## src/rtl/regfile_wb_arbiter_if.sv

```systemverilog
// Writeback arbiter bus bundle.
//   hold               freeze writeback
//   req0_* / req1_*    valid/ready writeback requests (ALU, LSU)
//   claim_*            issue-stage destination reservation
//   rf_*               register file write port (a3/wd3/we)
//   busy               pending-write scoreboard
//   rs1/rs2, fwd_*     in-flight write forwarding compare
// Modports: slave = arbiter side, master = pipeline/bench side.
interface regfile_wb_arbiter_if #(
  parameter int NREG = 32,
  parameter int XLEN = 32
);
  logic            hold;
  logic            req0_valid;
  logic [4:0]      req0_rd;
  logic [XLEN-1:0] req0_data;
  logic            req0_ready;
  logic            req1_valid;
  logic [4:0]      req1_rd;
  logic [XLEN-1:0] req1_data;
  logic            req1_ready;
  logic            claim_valid;
  logic [4:0]      claim_rd;
  logic [4:0]      rf_a3;
  logic [XLEN-1:0] rf_wd3;
  logic            rf_we;
  logic [NREG-1:0] busy;
  logic [4:0]      rs1;
  logic [4:0]      rs2;
  logic            fwd1_hit;
  logic            fwd2_hit;
  logic [XLEN-1:0] fwd_data;

  modport slave (
    input  hold, req0_valid, req0_rd, req0_data, req1_valid, req1_rd, req1_data,
           claim_valid, claim_rd, rs1, rs2,
    output req0_ready, req1_ready, rf_a3, rf_wd3, rf_we, busy,
           fwd1_hit, fwd2_hit, fwd_data
  );

  modport master (
    output hold, req0_valid, req0_rd, req0_data, req1_valid, req1_rd, req1_data,
           claim_valid, claim_rd, rs1, rs2,
    input  req0_ready, req1_ready, rf_a3, rf_wd3, rf_we, busy,
           fwd1_hit, fwd2_hit, fwd_data
  );
endinterface

```

## src/rtl/regfile_wb_arbiter.sv

```systemverilog
// regfile_wb_arbiter
// Shares the register file's single write port between two writeback
// requesters (req0 = ALU/branch-link, req1 = LSU) with round-robin
// arbitration, and keeps a pending-write scoreboard for RAW stalls.
// Ports:
//   clk    rising-edge clock
//   reset  synchronous, active-high
//   wb     regfile_wb_arbiter_if.slave (requests, claims, rf write port,
//          busy bitmap, forwarding compare)
// Optional feature: define WB_FORWARD_EN to drive fwd1_hit/fwd2_hit/fwd_data
// from the write in flight; otherwise those outputs are tied to 0.
module regfile_wb_arbiter #(
  parameter int NREG = 32,
  parameter int XLEN = 32
) (
  input  logic                 clk,
  input  logic                 reset,
  regfile_wb_arbiter_if.slave  wb
);

  logic            last_grant;   // requester index that won the last accept
  logic            gnt_any;
  logic            gnt1;         // 1 = req1 granted, 0 = req0 granted
  logic            acc;
  logic [4:0]      acc_rd;
  logic [XLEN-1:0] acc_data;
  logic [NREG-1:0] busy_q, busy_d;

  // Round-robin: on contention, the requester that did not win last time.
  always_comb begin
    gnt_any = wb.req0_valid || wb.req1_valid;
    gnt1    = 1'b0;
    if (wb.req0_valid && wb.req1_valid) gnt1 = (last_grant == 1'b0);
    else if (wb.req1_valid)             gnt1 = 1'b1;
  end

  assign wb.req0_ready = !wb.hold && gnt_any && !gnt1;
  assign wb.req1_ready = !wb.hold && gnt_any &&  gnt1;

  assign acc      = !wb.hold && gnt_any;
  assign acc_rd   = gnt1 ? wb.req1_rd   : wb.req0_rd;
  assign acc_data = gnt1 ? wb.req1_data : wb.req0_data;

  // Claim is applied after the clear so a same-cycle claim on the same rd wins.
  always_comb begin
    busy_d = busy_q;
    if (acc && acc_rd != 5'd0)                busy_d[acc_rd]      = 1'b0;
    if (wb.claim_valid && wb.claim_rd != 5'd0) busy_d[wb.claim_rd] = 1'b1;
    busy_d[0] = 1'b0;
  end

  always_ff @(posedge clk) begin
    if (reset) begin
      wb.rf_a3   <= '0;
      wb.rf_wd3  <= '0;
      wb.rf_we   <= 1'b0;
      busy_q     <= '0;
      last_grant <= 1'b1;
    end else begin
      // x0 writes are acked but never reach the register file.
      wb.rf_we <= acc && (acc_rd != 5'd0);
      busy_q   <= busy_d;
      if (acc) begin
        wb.rf_a3   <= acc_rd;
        wb.rf_wd3  <= acc_data;
        last_grant <= gnt1;
      end
    end
  end

  assign wb.busy = busy_q;

`ifdef WB_FORWARD_EN
  // Bridges the cycle before the write is visible through the read ports.
  assign wb.fwd1_hit = wb.rf_we && (wb.rf_a3 == wb.rs1) && (wb.rs1 != 5'd0);
  assign wb.fwd2_hit = wb.rf_we && (wb.rf_a3 == wb.rs2) && (wb.rs2 != 5'd0);
  assign wb.fwd_data = wb.rf_wd3;
`else
  assign wb.fwd1_hit = 1'b0;
  assign wb.fwd2_hit = 1'b0;
  assign wb.fwd_data = '0;
`endif

endmodule

```

## src/flat_wrapper.sv

```systemverilog
// flat-port wrapper written by rule: the top's interface ports become plain ports
module regfile_wb_arbiter_flat 
#(
  parameter int NREG = 32,
  parameter int XLEN = 32
)
  (clk, reset, wb_hold, wb_req0_valid, wb_req0_rd, wb_req0_data, wb_req1_valid, wb_req1_rd, wb_req1_data, wb_claim_valid, wb_claim_rd, wb_rs1, wb_rs2, wb_req0_ready, wb_req1_ready, wb_rf_a3, wb_rf_wd3, wb_rf_we, wb_busy, wb_fwd1_hit, wb_fwd2_hit, wb_fwd_data);
  regfile_wb_arbiter_if #(.NREG(NREG), .XLEN(XLEN)) wb_i ();
  input  logic clk;
  input  logic reset;
  input wire logic [$bits(wb_i.hold)-1:0] wb_hold;
  input wire logic [$bits(wb_i.req0_valid)-1:0] wb_req0_valid;
  input wire logic [$bits(wb_i.req0_rd)-1:0] wb_req0_rd;
  input wire logic [$bits(wb_i.req0_data)-1:0] wb_req0_data;
  input wire logic [$bits(wb_i.req1_valid)-1:0] wb_req1_valid;
  input wire logic [$bits(wb_i.req1_rd)-1:0] wb_req1_rd;
  input wire logic [$bits(wb_i.req1_data)-1:0] wb_req1_data;
  input wire logic [$bits(wb_i.claim_valid)-1:0] wb_claim_valid;
  input wire logic [$bits(wb_i.claim_rd)-1:0] wb_claim_rd;
  input wire logic [$bits(wb_i.rs1)-1:0] wb_rs1;
  input wire logic [$bits(wb_i.rs2)-1:0] wb_rs2;
  output wire logic [$bits(wb_i.req0_ready)-1:0] wb_req0_ready;
  output wire logic [$bits(wb_i.req1_ready)-1:0] wb_req1_ready;
  output wire logic [$bits(wb_i.rf_a3)-1:0] wb_rf_a3;
  output wire logic [$bits(wb_i.rf_wd3)-1:0] wb_rf_wd3;
  output wire logic [$bits(wb_i.rf_we)-1:0] wb_rf_we;
  output wire logic [$bits(wb_i.busy)-1:0] wb_busy;
  output wire logic [$bits(wb_i.fwd1_hit)-1:0] wb_fwd1_hit;
  output wire logic [$bits(wb_i.fwd2_hit)-1:0] wb_fwd2_hit;
  output wire logic [$bits(wb_i.fwd_data)-1:0] wb_fwd_data;
  assign wb_i.hold = wb_hold;
  assign wb_i.req0_valid = wb_req0_valid;
  assign wb_i.req0_rd = wb_req0_rd;
  assign wb_i.req0_data = wb_req0_data;
  assign wb_i.req1_valid = wb_req1_valid;
  assign wb_i.req1_rd = wb_req1_rd;
  assign wb_i.req1_data = wb_req1_data;
  assign wb_i.claim_valid = wb_claim_valid;
  assign wb_i.claim_rd = wb_claim_rd;
  assign wb_i.rs1 = wb_rs1;
  assign wb_i.rs2 = wb_rs2;
  assign wb_req0_ready = wb_i.req0_ready;
  assign wb_req1_ready = wb_i.req1_ready;
  assign wb_rf_a3 = wb_i.rf_a3;
  assign wb_rf_wd3 = wb_i.rf_wd3;
  assign wb_rf_we = wb_i.rf_we;
  assign wb_busy = wb_i.busy;
  assign wb_fwd1_hit = wb_i.fwd1_hit;
  assign wb_fwd2_hit = wb_i.fwd2_hit;
  assign wb_fwd_data = wb_i.fwd_data;
  regfile_wb_arbiter #(.NREG(NREG), .XLEN(XLEN)) u_core (.clk(clk), .reset(reset), .wb(wb_i));
endmodule
```

## config.mk

```make
export PLATFORM = sky130hd
export DESIGN_NAME = regfile_wb_arbiter_flat
export DESIGN_NICKNAME = d
export VERILOG_FILES = /design/src/rtl/regfile_wb_arbiter_if.sv /design/src/rtl/regfile_wb_arbiter.sv /design/src/flat_wrapper.sv
export SDC_FILE = /design/constraint.sdc
export NUM_CORES = 1
export LEC_CHECK = 0
export ABC_AREA = 1
export CAP_MARGIN = 40
export CORE_UTILIZATION = 39
export CTS_CLUSTER_DIAMETER = 60
export DETAILED_ROUTE_END_ITERATION = 10
export PLACE_DENSITY = 0.84
export SKIP_CTS_REPAIR_TIMING = 1
export SYNTH_ARGS = -nofsm -noshare
export SYNTH_HDL_FRONTEND = slang
export SYNTH_SLANG_ARGS = --single-unit
```

## constraint.sdc

```tcl
create_clock -name clk -period 1.91 [get_ports clk]
set_input_delay 0.4775 -clock clk [delete_from_list [all_inputs] [get_ports clk]]
set_output_delay 0.4775 -clock clk [all_outputs]
set_load 0.02 [all_outputs]
```

==> impl_results.md, run 1 <==
- Sequential area share after synthesis: 39.4%
- Clock tree root driver cell: clkbuf_8
- Drc violations: 0
- Max FO, Critical Path: 2
- Power Density: 669 nW/um2
- # setup viols final: 0
- RSZ-0062 raised after global routing: no
- DP Wirelength: 8.23 mm
- Starting Density: 40.6%
- # diodes: 0
- Multi-input gate area: 1930 um2
- Clock Latency Late Sink: 0.34 ns
- Area occupied by registers: 1400 um2
- Worst-path clk slew: 0.08 ns
- Cell area after synthesis: 3550 um2
- Largest net degree at the start of global routing: 51
- Crit-path max cell delay: 0.65 ns
- Worst hold stages: 2
- Finished Cell Area: 5470 um2
- Maximum clock frequency: 545 MHz
- Ys Warns: 0
- Net Sw Frac: 30.4%
- Area share of the largest cell type after synthesis: 39.4%
- Worst min-delay path startpoint: u_core.wb.busy[31]
- Fin Clk Skew: 0.0127 ns
- All-Layer GR Usage: 22.4%
- Layout cells sized above 1: 17.3%
- Fin. Hold Viols: 0
- Switch Pwr: 0.00111 W
- Drt initial violations: 209
- Reg-to-Reg End: u_core.wb.busy[29]
- Critical Path RT: 1.43 ns
- GPL Wtd Cong: 0.838
- 1st-pass router iterations: 5
- Crit path launch type: register
- Post-route ant nets: 0
- Kind of critical path: register to output port
- Area Growth Syn to Fin: 54.0%
- Hold Slack: 0.467 ns
- Crit path capture type: output port
- Status: complete, no violations
- FF-to-FF path depth: 11
- Core area: 8760 um2
- Worst Hold Class: register to register
- Synth area leader: dfxtp_1
- Vias in the first global route: 3690
- Yosys cell types: 24
- Hold Path Sink: u_core.wb.busy[31]
- Final TNS setup: 0 ns
- Setup slack, reg-to-reg: 0.29 ns
- R2R Path Start: u_core.last_grant
- Critical-path cell list: clkdlybuf4s50_1
- FF+latch count, synth: 70
- Initial antenna violation count: 0
- Die Wd: 97.5 um
- Via Count: 3823
- Sequential Power Share: 42.8%
- First-pass GRT wire length: 17.1 mm
- Cell count after synthesis: 480
- Die Y: 97.5 um
- TritonCTS clock tree: done
- Tmin final: 1.83 ns
- Clock sinks: 70
- Slew Viols, Final: 0
- CP arrival: 1.36 ns
- Clk network pwr share: 33.0%
- I/O Buffers: 155
- Nets@finish: 743
- CP Buf/Inv Count: 1
- Logic pwr share: 24.2%
- Placed inst area: 5170 um2
- Final Core Density: 62.5%
- Max-Cap Viols: 0
- P_leak: 2.06 nW
- Drt total wl: 11.3 mm
- Max Buffers Root-to-Sink: 2
- Crit-path slowest cell: clkdlybuf4s50_1
- # rows: 34
- Cell family with most CP delay: buffers and inverters
- Fillcell total: 749
- Total power: 0.00366 W
- Synth top area cells: dfxtp_1, nand2_1, buf_4, a31oi_1, a21oi_2
- H-tree Lvls: 3
- Num CTS Buffers: 9
- Via/cell ratio: 5.02
- I/O pins: 201
- Tcrit/Tclk final: 96.0%
- Syn_area_per_cell: 7.41 um2
- Total congestion overflow: 0
- Int Pwr: 0.00255 W
- Drt wl/cell: 14.9 um
- Die Footprint: 9500 um2
- VDD IR-drop max: 0.307 mV
cells in the final DEF (no fill, tap or decap), drive strengths merged:
master,synthesis,layout
dlymetal6s2s,0,3
nand3b,1,1
nor2,25,25
nand3,37,37
nor3,11,11
dfxtp,70,70
clkdlybuf4s50,0,149
bufinv,0,1
inv,18,18
a31oi,32,32
clkinvlp,0,1
a21oi,37,37
o21ai,16,16
clkbuf,10,11
buf,47,25
clkinv,0,4
conb,1,35
nand2,175,177
per-stage QoR:
step / cells / setup WS, ns
2_1_floorplan: 514 / 0.146
3_3_place_gp: 743 / -0.518
3_5_place_dp: 743 / -0.529
4_1_cts: 759 / -0.538
5_1_grt: 761 / 0.0540
6_report: 761 / 0.0765
power groups by stage:
stage          registers (W)  clock network, W  logic (W)
2_1_floorplan        0.00167                 0   0.000398
3_3_place_gp         0.00160                 0   0.000825
3_5_place_dp         0.00160                 0   0.000839
4_1_cts              0.00157           0.00122   0.000841
5_1_grt              0.00157           0.00129   0.000940
6_report             0.00157           0.00121   0.000884
logic make-up after synthesis:
kind of cell	synth area share, %
other	0.105
AND/OR/NAND/NOR	32.8
buffers and inverters	12.5
AO/OA/AOI/OAI	15.2
flip-flops	39.4
layer usage:
metal / GRT usage [%] / vias to the layer above / wire length (um)
li1: - / 1848 / -
met1: 23.6 / 1736 / 4090
met5: 0 / - / 0
met3: 7.99 / 32 / 1210
met4: 9.73 / 0 / 323
met2: 39.9 / 207 / 5680
cell usage after synthesis (all sizes together):
library cell    n
nor3           11
buf            47
inv            18
clkbuf         10
nand3          37
a21oi          37
nor2           25
o21ai          16
nand3b          1
a31oi          32
dfxtp          70
nand2         175
conb            1
how the worst max path moves through the flow:
stage	from	to	slack (ns)	depth (start not counted)
floorplan	wb_req1_valid	wb_req0_ready	0.15	6
finish	u_core.wb.busy[6]	wb_busy[6]	0.08	1
global placement	wb_req0_valid	wb_req0_ready	-0.52	6
detailed placement	wb_req0_valid	wb_req0_ready	-0.53	6
global route	u_core.wb.busy[1]	wb_busy[1]	0.05	1
CTS	wb_req0_valid	wb_req0_ready	-0.54	6
flip-flops by register name, summed over array words and instances, names as in the netlist:
register	cells
u_core.wb.rf_wd3	32
u_core.wb.busy	31
u_core.wb.rf_a3	5
u_core.last_grant	1
u_core.wb.rf_we	1
area by class of cell:
type / count / share of cell area, %
clock inverters: 6 / 1.12
flip-flops and latches: 70 / 25.6
well taps: 108 / 2.47
multi-input cells: 371 / 35.3
clock buffers: 10 / 2.51
repair buffers: 178 / 31.7
inverters: 18 / 1.28
Power figures use the tool's default switching activity.
==> run 2, diff against run 1 <==
--- a/config.mk
+++ b/config.mk
@@ -5,12 +5,12 @@
 export SDC_FILE = /design/constraint.sdc
 export NUM_CORES = 1
 export LEC_CHECK = 0
-export ABC_AREA = 1
 export CAP_MARGIN = 40
-export CORE_UTILIZATION = 39
+export CORE_UTILIZATION = 38
 export CTS_CLUSTER_DIAMETER = 60
 export DETAILED_ROUTE_END_ITERATION = 10
-export PLACE_DENSITY = 0.84
+export GPL_TIMING_DRIVEN = 0
+export PLACE_DENSITY = 0.83
 export SKIP_CTS_REPAIR_TIMING = 1
 export SYNTH_ARGS = -nofsm -noshare
 export SYNTH_HDL_FRONTEND = slang
==> run 2 against run 1 <==
Synthesized cell count shrank 22%. Total power grew 8.6%. Flip-flop and latch count is the same. Utilization grew 0.90 points. Cell area grew 1.4%. Sequential power is essentially flat. Clock-buffer cell count grew 3. Die area shrank 0.26%. First-iteration DRC count grew 78%. Largest cell class is now buffers.
==> impl_results.md, run 2 <==
- Status: complete, no violations (unchanged)
- R2R Path Start: u_core.last_grant (unchanged)
- Die Y: 97.3 um (was 97.5 um)
- Crit path launch type: input pin (was register)
- Post-route insts no fill: 691 (was 761)
- Final TNS setup: 0 ns (unchanged)
- Max FO, Critical Path: 7 (was 2)
- FFs w/ async S/R, synth: 0% (unchanged)
- Cell area after synthesis: 3450 um2 (was 3550 um2)
- Tcrit/Tclk final: 99.7% (was 96.0%)
- Cell count after synthesis: 376 (was 480)
- I/O Buffers: 148 (was 155)
- VDD IR-drop max: 0.552 mV (was 0.307 mV)
- GPL Wtd Cong: 0.841 (was 0.838)
- Mux cell area share after synthesis: 3.22% (was 0%)
- Fin Clk Skew: 0.0144 ns (was 0.0127 ns)
- DP Wirelength: 8.67 mm (was 8.23 mm)
- Drt initial violations: 371 (was 209)
- Cell with the most instances after synthesis: dfxtp_1 (was nand2_1)
- Clock Latency Late Sink: 0.34 ns (about the same)
- Setup slack, reg-to-reg: 0.05 ns (was 0.29 ns)
- Area share of the largest cell type after synthesis: 40.6% (was 39.4%)
- Worst Hold Class: register to register (unchanged)
- Synth top area cells: dfxtp_1, a222oi_1, buf_4, o32ai_1, a211oi_1 (was dfxtp_1, nand2_1, buf_4, a31oi_1, a21oi_2)
- Nets@finish: 673 (was 743)
- Total power: 0.00397 W (was 0.00366 W)
- Hold Slack: 0.477 ns (was 0.467 ns)
- Crit path from: wb_req0_rd[1] (was u_core.wb.busy[6])
- FF+latch count, synth: 70 (unchanged)
- Max Buffers Root-to-Sink: 2 (unchanged)
- Tmin final: 1.90 ns (was 1.83 ns)
- First-pass GRT wire length: 18.1 mm (was 17.1 mm)
- I/O pins: 201 (unchanged)
- Most frequent cells in the layout: clkdlybuf4s50_1, dfxtp_1, buf_4 (was nand2_1, clkdlybuf4s50_1, dfxtp_1)
- # diodes: 0 (unchanged)
- Top post-synthesis cells by count: dfxtp_1, nor2_1, buf_4, a222oi_1 (was nand2_1, dfxtp_1, buf_4, a31oi_1, nand3_1)
- Crit path capture type: register (was output port)
- Area Growth Syn to Fin: 60.7% (was 54.0%)
- Vias in the first global route: 3760 (was 3690)
- # setup viols final: 0 (unchanged)
- Starting Density: 39.4% (was 40.6%)
- Sequential area share after synthesis: 40.6% (was 39.4%)
- Largest net degree at the start of global routing: 12 (was 51)
- Syn_area_per_cell: 9.19 um2 (was 7.41 um2)
- Fin. Hold Viols: 0 (unchanged)
- Total congestion overflow: 0 (unchanged)
- All-Layer GR Usage: 23.6% (was 22.4%)
- Synth Area in Simple Gates: 15.0% (was 32.8%)
- Reg-to-Reg End: u_core.wb.busy[30] (was u_core.wb.busy[29])
- Core area: 8760 um2 (unchanged)
- P_leak: 2.05 nW (was 2.06 nW)
- Post-Synth Adder-Cell Area: 0% (unchanged)
- Ys Warns: 0 (unchanged)
- Drt total wl: 11.8 mm (was 11.3 mm)
- Drt wl/cell: 17.1 um (was 14.9 um)
- Max reg flops: 32 (unchanged)
- Drc violations: 0 (unchanged)
- Biggest register: u_core.wb.rf_wd3 (unchanged)
- CP arrival: 2.11 ns (was 1.36 ns)
- Layout cells sized above 1: 16.0% (was 17.3%)
- Via Count: 3868 (was 3823)
- Clock sinks: 70 (unchanged)
- Main synth FF type: dfxtp_1 (unchanged)
- Synth area leader: dfxtp_1 (unchanged)
- TritonCTS clock tree: done (unchanged)
- Commonest non-fill, non-tap cell in the layout: clkdlybuf4s50_1 (was nand2_1)
- Critical Path RT: 2.11 ns (was 1.43 ns)
- Max_slew headroom: 62.1%
- Largest family of logic cells by synthesized area: compound AO/OA/AOI/OAI gates (was simple AND/OR/NAND/NOR gates)
- Kind of critical path: input pin to register (was register to output port)
- RSZ-0062 raised after global routing: yes (was no)
- Pre-CTS setup slack: -1.12 ns (was -0.529 ns)
- 1st-pass router iterations: 7 (was 5)
- Yosys cell types: 40 (was 24)
- Worst-path clk slew: 0.07 ns (was 0.08 ns)
- Num CTS Buffers: 9 (unchanged)
- Synth Area in XOR/XNOR: 0% (unchanged)
- FF-to-FF path depth: 7 (was 11)
- # rows: 34 (unchanged)
- EDFF count, synth: 0 (unchanged)
- Clock tree root driver cell: clkbuf_8 (unchanged)
- Die Wd: 97.3 um (was 97.5 um)
- Dpl cells: 666 (was 743)
- Critical path capture point: u_core.wb.busy[24] (was wb_busy[6])
- H-tree Lvls: 3 (unchanged)
- Initial antenna violation count: 0 (unchanged)
- Max-Cap Viols: 0 (unchanged)
- Slew Viols, Final: 0 (unchanged)
- Complex-gate fraction of the synthesized area: 26.1% (was 15.2%)
- Slew of the pin with the lowest slew margin: 0.566 ns
- Die Footprint: 9480 um2 (was 9500 um2)
- Post-route ant nets: 0 (unchanged)
- Power Density: 716 nW/um2 (was 669 nW/um2)
- Final WS setup: 0.00586 ns (was 0.0765 ns)
- Maximum clock frequency: 525 MHz (was 545 MHz)
- Via/cell ratio: 5.60 (was 5.02)
## run 2: changes by cell type after synthesis, moves of 19 or more
cell	delta
nand2_1	-145
a222oi_1	+32
a31oi_1	-30
a211oi_1	+29
o32ai_1	+28
nor2_1	+20
a21oi_2	-19
nand3_1	-19
## run 2: power by group
part	internal, W	switching, W	total, W
clock network	0.000942	0.000553	0.00149
logic	0.000449	0.000466	0.000915
registers	0.00153	0.0000380	0.00157
total	0.00292	0.00106	0.00397
## run 2: layout make-up
class                           count  area (um2)
Buffer                             67         423
Clock buffer                       13         159
Clock inverter                      3        90.1
Fill cell                         750        3210
Inverter                           29         109
Multi-Input combinational cell    244        1690
Sequential cell                    70        1400
Tap cell                          108         135
Timing Repair Buffer              157        1540
## run 2: how the worst min path moves through the flow
stage | slack (ns) | depth (start not counted) | end | from
after floorplan | 0.46 | 1 | u_core.last_grant | u_core.last_grant
after global placement | 0.46 | 2 | u_core.wb.busy[1] | u_core.wb.busy[1]
after detailed placement | 0.47 | 2 | u_core.wb.busy[1] | u_core.wb.busy[1]
after CTS | 0.48 | 2 | u_core.wb.busy[1] | u_core.wb.busy[1]
after global routing | 0.51 | 2 | u_core.wb.busy[12] | u_core.wb.busy[12]
final | 0.48 | 2 | u_core.wb.busy[1] | u_core.wb.busy[1]
## run 2: metrics by stage
stage	area, um2	util (%)
after detailed placement	5200	59.3
after floorplan	3580	-
after global routing	5550	63.4
after global placement	5200	59.3
final	5550	63.4
after CTS	5450	62.2
## run 2: critical path: stages
cell             delay (ns)
clkdlybuf4s50_1        0.55
or3_1                  0.39
clkbuf_1               0.20
a211oi_1               0.36
o32ai_1                0.12
## run 2: metal layers
metal,global-route usage (%),routed length (um)
met1,27.7,4690
met2,39.7,5640
met3,4.75,876
met4,14.4,583
met5,0,0
## run 2: cell families after synthesis
kind of cell           Yosys count
multiplexers                     9
other                            1
flip-flops                      70
AND/OR/NAND/NOR                 96
AO/OA/AOI/OAI                  104
buffers and inverters           96
==> run 3, diff against run 2 <==
--- a/config.mk
+++ b/config.mk
@@ -6,11 +6,14 @@
 export NUM_CORES = 1
 export LEC_CHECK = 0
 export CAP_MARGIN = 40
-export CORE_UTILIZATION = 38
+export CELL_PAD_IN_SITES_DETAIL_PLACEMENT = 0
+export CELL_PAD_IN_SITES_GLOBAL_PLACEMENT = 1
+export CORE_UTILIZATION = 27
 export CTS_CLUSTER_DIAMETER = 60
 export DETAILED_ROUTE_END_ITERATION = 10
 export GPL_TIMING_DRIVEN = 0
 export PLACE_DENSITY = 0.83
+export SETUP_SLACK_MARGIN = 0.5
 export SKIP_CTS_REPAIR_TIMING = 1
 export SYNTH_ARGS = -nofsm -noshare
 export SYNTH_HDL_FRONTEND = slang
==> run 3 against run 2 <==
Total power grew 7.1%. Largest power group is now clock. Cell count grew 10%. Critical path type is now register to output port. Via count fell by 2.6%. Cell area increased by 12%. Combinational power rose by 10%. Worst hold slack lost 0.012 ns. Sequential share of layout area fell by 2.8 points. Sequential power is essentially flat.
==> impl_results.md, run 3 (synthesis gave the netlist of run 2 again) <==
- Status: complete, no violations (unchanged)
- Kind of critical path: register to output port (was input pin to register)
- I/O pins: 201 (unchanged)
- Maximum clock frequency: 557 MHz (was 525 MHz)
- Worst hold stages: 2 (unchanged)
- FF-to-FF path depth: 8 (was 7)
- Most frequent cells in the layout: dfxtp_1, clkdlybuf4s50_1, dlymetal6s2s_1 (was clkdlybuf4s50_1, dfxtp_1, buf_4)
- H-tree Lvls: 3 (unchanged)
- P_leak: 3.13 nW (was 2.05 nW)
- Sequential Power Share: 36.8% (was 39.4%)
- Crit path launch type: register (was input pin)
- Largest net degree at the start of global routing: 12 (unchanged)
- RSZ-0062 raised after global routing: yes (unchanged)
- 1st-pass router iterations: 7 (unchanged)
- Int Pwr: 0.00307 W (was 0.00292 W)
- Setup slack, reg-to-reg: 0.21 ns (was 0.05 ns)
- Drc violations: 0 (unchanged)
- Power Density: 682 nW/um2 (was 716 nW/um2)
- Drt total wl: 12.8 mm (was 11.8 mm)
- Commonest non-fill, non-tap cell in the layout: dfxtp_1 (was clkdlybuf4s50_1)
- Tcrit/Tclk final: 94.0% (was 99.7%)
- DP Wirelength: 8.97 mm (was 8.67 mm)
- Core area: 12300 um2 (was 8760 um2)
- First-pass GRT wire length: 18.0 mm (was 18.1 mm)
- Net Sw Frac: 28.0% (was 26.6%)
- Initial antenna violation count: 0 (unchanged)
- Crit path capture type: output port (was register)
- Hold Slack: 0.466 ns (was 0.477 ns)
- Slew of the pin with the lowest slew margin: 0.806 ns (was 0.566 ns)
- CP arrival: 1.32 ns (was 2.11 ns)
- Num CTS Buffers: 9 (unchanged)
- Final Core Density: 50.9% (was 63.4%)
- Clock sinks: 70 (unchanged)
- # setup viols final: 0 (unchanged)
- Worst-path clk slew: 0.05 ns (was 0.07 ns)
- Die Footprint: 13300 um2 (was 9480 um2)
- Critical Path RT: 1.43 ns (was 2.11 ns)
- Starting Density: 28.2% (was 39.4%)
- Post-route ant nets: 0 (unchanged)
- Nets@finish: 684 (was 673)
- Via Count: 3767 (was 3868)
- Die Y: 115 um (was 97.3 um)
- Vias in the first global route: 3534 (was 3760)
- Area Growth Syn to Fin: 80.7% (was 60.7%)
- Max reg flops: 32 (unchanged)
- Logic pwr share: 23.8% (was 23.0%)
- TritonCTS clock tree: done (unchanged)
- GPL Wtd Cong: 0.764 (was 0.841)
- Layout cells sized above 1: 31.0% (was 16.0%)
- # rows: 40 (was 34)
- Via/cell ratio: 4.94 (was 5.60)
- Clock tree root driver cell: clkbuf_16 (was clkbuf_8)
- I/O Buffers: 148 (unchanged)
- Drt wl/cell: 16.8 um (was 17.1 um)
- Fin. Hold Viols: 0 (unchanged)
- Worst Hold Class: register to register (unchanged)
- Tmin final: 1.80 ns (was 1.90 ns)
- Clk network pwr share: 39.4% (was 37.6%)
- Hold Path Sink: u_core.wb.busy[15] (was u_core.wb.busy[1])
- VDD IR-drop max: 0.394 mV (was 0.552 mV)
- Die Wd: 115 um (was 97.3 um)
- Worst min-delay path startpoint: u_core.wb.busy[15] (was u_core.wb.busy[1])
- All-Layer GR Usage: 17.5% (was 23.6%)
- Max FO, Critical Path: 6 (was 7)
- Max-Cap Viols: 0 (unchanged)
- Reg-to-Reg End: u_core.wb.busy[18] (was u_core.wb.busy[30])
- Clock Latency Late Sink: 0.33 ns (was 0.34 ns)
- Biggest register: u_core.wb.rf_wd3 (unchanged)
- Slew Viols, Final: 0 (unchanged)
- Total congestion overflow: 0 (unchanged)
- Drt initial violations: 354 (was 371)
- Max_slew headroom: 46.0% (was 62.1%)
- R2R Path Start: u_core.last_grant (unchanged)
- Fin Clk Skew: 0.00868 ns (was 0.0144 ns)
- Switch Pwr: 0.00119 W (was 0.00106 W)
- Max Buffers Root-to-Sink: 2 (unchanged)
- # diodes: 0 (unchanged)
-- run 3: changes by cell type in the layout (fill, tap and decap cells not counted), sizes merged --
cell	delta
clkdlybuf4s50	-77
clkbuf	+23
buf	+12
clkinv	+2
bufinv	-2
dlymetal6s2s	+53
-- run 3: power by group through the flow --
stage	Sequential, W	Clock (W)	Combinational, W
after floorplan	0.00167	0	0.000422
after global placement	0.00159	0	0.000894
after detailed placement	0.00160	0	0.000905
after CTS	0.00157	0.00169	0.000909
after global routing	0.00157	0.00175	0.00108
final	0.00156	0.00168	0.00101
-- run 3: worst max path at each step --
| stage | startpoint | to | slack (ns) | depth (start not counted) |
|---|---|---|---|---|
| after floorplan | wb_req1_valid | u_core.wb.busy[28] | 0.28 | 6 |
| after global placement | wb_req1_valid | wb_req0_ready | -0.99 | 6 |
| after detailed placement | wb_req1_valid | wb_req0_ready | -0.98 | 6 |
| after CTS | wb_req1_valid | wb_req0_ready | -0.99 | 6 |
| after global routing | u_core.last_grant | wb_req1_ready | 0.06 | 5 |
| final | u_core.last_grant | wb_req1_ready | 0.11 | 5 |
-- run 3: cell type report --
class,count,area [um2]
tap,168,210
sequential,70,1400
inverter,29,109
fill,1137,6020
timing repair buffer,168,1680
multi-input combinational,244,2040
clock buffer,13,250
clock inverter,3,43.8
buffer,67,499
-- run 3: worst max-delay path, stage by stage, from the launching register on --
cell and delay [ns]:
dfxtp_2 0.33, a21bo_1 0.18, buf_6 0.13, nor2_4 0.11, buf_6 0.13, buf_6 0.11
-- run 3: layer usage --
metal	part of all wire, %	global-route usage (%)
met1	44	23.0
met2	49	28.6
met3	5.5	2.48
met4	1.6	7.19
met5	0	0
-- run 3: stage by stage --
step | setup TNS (ns) | worst slack (ns) | total power (W) | instance area, um2 | instances
3_5_place_dp | -26.45 | -0.984 | 0.00250 | 5400 | 726
2_1_floorplan | 0 | 0.277 | 0.00210 | 3700 | 410
3_3_place_gp | -24.61 | -0.989 | 0.00249 | 5400 | 726
5_1_grt | 0 | 0.0601 | 0.00440 | 6240 | 762
6_report | 0 | 0.114 | 0.00426 | 6240 | 762
4_1_cts | -4.27 | -0.986 | 0.00417 | 5690 | 742
